===== config.mk =====
export PLATFORM = sky130hd
export DESIGN_NAME = seq_adder
export DESIGN_NICKNAME = d
export VERILOG_FILES = /design/src/rtl/seq_adder.sv
export SDC_FILE = /design/constraint.sdc
export NUM_CORES = 1
export LEC_CHECK = 0
export ABC_AREA = 1
export CAP_MARGIN = 25
export CELL_PAD_IN_SITES_DETAIL_PLACEMENT = 1
export CELL_PAD_IN_SITES_GLOBAL_PLACEMENT = 1
export CORE_ASPECT_RATIO = 0.5
export CORE_MARGIN = 2
export CORE_UTILIZATION = 41
export CTS_BUF_LIST = sky130_fd_sc_hd__clkbuf_8
export DETAILED_ROUTE_END_ITERATION = 8
export PLACE_DENSITY_LB_ADDON = 0.1
export REMOVE_ABC_BUFFERS = 1
export SYNTH_ARGS = -nofsm -noshare
export SYNTH_HDL_FRONTEND = slang
export SYNTH_SLANG_ARGS = --single-unit
export TNS_END_PERCENT = 100

===== constraint.sdc =====
create_clock -name clk -period 2.8 [get_ports clk]
set_input_delay 0.42 -clock clk [delete_from_list [all_inputs] [get_ports clk]]
set_output_delay 0.42 -clock clk [all_outputs]
set_load 0.02 [all_outputs]

===== src/rtl/seq_adder.sv =====
// seq_adder: bit-serial 8-bit adder (in: clk, rst, A, B; out: sum, cr_out, done), one LOAD edge then eight ADD edges
module seq_adder (
  input  logic       clk,
  input  logic       rst,
  input  logic [7:0] A,
  input  logic [7:0] B,
  output logic [7:0] sum,
  output logic       cr_out,
  output logic       done
);
  localparam logic [1:0] LOAD = 2'd0;
  localparam logic [1:0] ADD  = 2'd1;
  localparam logic [1:0] DN   = 2'd2;
  logic [1:0] state;
  logic [7:0] A1, B1;
  logic [3:0] bit_count;
  logic       a_k, b_k;
  always_comb begin
    a_k = A1[bit_count[2:0]];
    b_k = B1[bit_count[2:0]];
  end
  always_ff @(posedge clk) begin
    if (rst) begin
      state     <= LOAD;
      A1        <= '0;
      B1        <= '0;
      bit_count <= '0;
      sum       <= '0;
      cr_out    <= 1'b0;
      done      <= 1'b0;
    end else if (state == LOAD) begin
      A1        <= A;
      B1        <= B;
      bit_count <= '0;
      sum       <= '0;
      cr_out    <= 1'b0;
      done      <= 1'b0;
      state     <= ADD;
    end else if (state == ADD) begin
      sum[bit_count[2:0]] <= a_k ^ b_k ^ cr_out;
      cr_out    <= (a_k & b_k) | (a_k & cr_out) | (b_k & cr_out);
      bit_count <= bit_count + 4'd1;
      done      <= bit_count == 4'd7;
      state     <= bit_count == 4'd7 ? DN : ADD;
    end
  end
endmodule


==> results.py <==
metrics = {
    "final_layout": {
        "layout_commonest_cell": "nor2_1",
        "layout-drive-gt1-share": 0.0996,
        "instances_no_fill": 282,
        "fin_area_sq_mm": 0.00184,
        "area.growth.synth_to_final_pct": 26.8,
        "num-nets-final": 250,
        "antenna_cells": 0,
        "layout.cells.most_common_list": "60 x nor2_1, 34 x nand2_1, 31 x dfxtp_1",
    },
    "synthesis": {
        "ys_types": 26,
        "yosys_warnings": 0,
        "ys_ff_latch": 31,
        "syn_area_per_cell_sq_um": 7.20,
        "syn_area_sq_mm": 0.00145,
        "synth_seq_area_share": 0.427,
        "synthCells": 202,
    },
    "setup_path": {
        "cp_max_fo": 14,
        "reg2reg_to": "sum[2]",
        "critical_path_class": "flop to flop",
        "worstPathCellList": "inv_1, o21ai_0, nand2_1, nor2_1, fa_1, nand3_1, nand2_1, nor2_1",
        "r2r_cells": 8,
        "crit_path_start_kind": "flop",
        "r2r_slack_ns": 0.62,
        "crit_slowest_cell": "dfxtp_1",
        "reg2reg_from": "bit_count[0]",
        "end_kind": "flop",
        "cp_slowest_stage_delay_ns": 0.59,
        "cp.arrival_ns": 2.42,
        "critPathRequiredTime_ns": 3.04,
    },
    "floorplan": {
        "dieWidth_microns": 88.2,
        "core_area_sq_mm": 0.00342,
        "die_h_microns": 46.1,
        "die_area_sq_mm": 0.00407,
        "pin_count": 28,
        "rows": 15,
        "start_util": 0.426,
    },
    "global_routing": {
        "grt_pass1_vias": 1274,
        "antenna_found_initial": 0,
        "grt_max_degree": 22,
        "gr-usage-all-layers": 0.211,
        "overflow": 0,
        "grt_pass1_wl_mm": 6.10,
    },
    "min_path": {
        "hp-class": "flop to flop",
        "hold_path_end": "A1[5]",
        "min_from": "A1[5]",
        "whs_path_depth": 2,
    },
    "run_status": {
        "outcome": "complete, no violations",
    },
    "drt": {
        "drc": 0,
        "wl_per_cell_microns": 13.3,
        "vias_per_cell": 4.82,
        "ant_nets": 0,
        "vias": 1360,
        "routed_wl_mm": 3.75,
        "drt_pass1_iterations": 4,
        "drtIter0Drc": 63,
    },
    "power_and_ir_drop": {
        "peakVddDrop_mv": 0.267,
        "p_per_area_mw_per_mm2": 542,
        "static-leakage-power_nw": 0.725,
    },
    "sta": {
        "period_minus_slack_ns": 2.18,
        "finalSetupViolCount": 0,
        "tightest_slew_ns": 0.447,
        "final.period_utilization": 0.780,
        "max_slew_margin": 0.701,
        "rsz0062_at_grt": "no",
        "final_max_slew_viol_count": 0,
        "finalHoldViolCount": 0,
        "fin_tns_setup_ns": 0,
        "fmax_ghz": 0.458,
        "finClkSkew_ns": 0.00669,
    },
    "job": {
        "cap_viol_max_count": 0,
    },
    "placement": {
        "place.gp.congestion": 0.847,
        "placed_area_sq_mm": 0.00174,
        "io_buffers": 27,
        "dp.cells": 274,
        "dp_hpwl_mm": 2.75,
    },
    "clock_network": {
        "cts_max_path_buffers": 2,
        "cts.clk_slew.worst_paths_ns": 0.07,
        "post_cts_resized": 0,
        "clock-root-buffer": "clkbuf_8",
        "clock_sinks": 31,
        "post-cts-setup-buffers": 0,
        "cts_tree": "yes",
        "cts.htree.levels": 2,
        "numCtsBuffers": 5,
        "cts_hold_buf": 0,
        "insertion_delay_ns": 0.29,
    },
}
==> metrics by stage <==
stage | setup slack (ns) | power, mW | hold slack [ns] | utilization
floorplan | 0.876 | 0.556 | 0.430 | -
global placement | 0.680 | 0.606 | 0.451 | 0.510
detailed placement | 0.633 | 0.611 | 0.458 | 0.510
CTS | 0.608 | 1.00 | 0.466 | 0.540
global route | 0.385 | 1.04 | 0.501 | 0.540
finish | 0.616 | 0.999 | 0.458 | 0.540
==> final cells by class <==
cell class	instances	area, sq um
fill	459	1570
multi-input combinational	148	718
sequential	31	621
timing repair buffer	28	278
clock buffer	7	96.3
tap	51	63.8
inverter	16	62.6
clock inverter	1	3.75
==> where the power goes <==
group          switching, mW  leakage, nW  total [mW]  internal (mW)
Sequential            0.0141        0.255       0.475          0.461
Clock                  0.177       0.0557       0.398          0.221
Combinational         0.0709        0.414       0.126         0.0551
==> per-layer routing <==
metal,global-route usage,vias up,routed length [microns]
li1,-,691,-
met1,0.277,639,1940
met2,0.326,22,1620
met3,0.0699,8,150
met4,0.0818,0,51
met5,0,-,0
==> logic make-up (layout without fill, tap and decap cells) <==
| family | Yosys count | count (layout) | share of synthesized area |
|---|---|---|---|
| buffers and inverters | 23 | 52 | 0.0792 |
| adders and majority gates | 2 | 2 | 0.0224 |
| and+or+nand+nor | 110 | 110 | 0.336 |
| DFF | 31 | 31 | 0.427 |
| AOI/OAI and AO/OA | 36 | 36 | 0.136 |
==> synthesized netlist by cell type, drive strengths merged <==
cell type,n,area (sq um)
nand2,36,145
or2,1,6.26
clkbuf,2,8.75
inv,16,62.6
nand3,8,45.0
o21ai,22,110
nand4,1,21.3
nor2,64,270
fa,1,20.0
o211ai,1,7.51
dfxtp,31,621
buf,5,43.8
a21oi,13,80.1
ha,1,12.5
==> sequential cells by signal, summed over array words and instances (netlist names) <==
signal	cells
bit_count	4
sum	8
done	1
B1	8
cr_out	1
state	1
A1	8
==> how the worst max path moves through the flow <==
stage / startpoint / end / cells past startpoint
3_5_place_dp: bit_count[0] / sum[0] / 8
5_1_grt: bit_count[0] / sum[0] / 8
3_3_place_gp: bit_count[0] / sum[6] / 8
4_1_cts: bit_count[0] / sum[4] / 8
6_report: bit_count[0] / sum[2] / 8
2_1_floorplan: bit_count[0] / sum[0] / 9
==> worst max-delay path: cells and delay by family, from the launching register on <==
family | cells | cell delay (ns)
compound gates | 1 | 0.30
flops | 1 | 0.59
buf+inv | 1 | 0.18
fa+ha+maj | 1 | 0.53
simple gates | 5 | 0.52
Note: power is estimated with default switching activity, not from simulation.
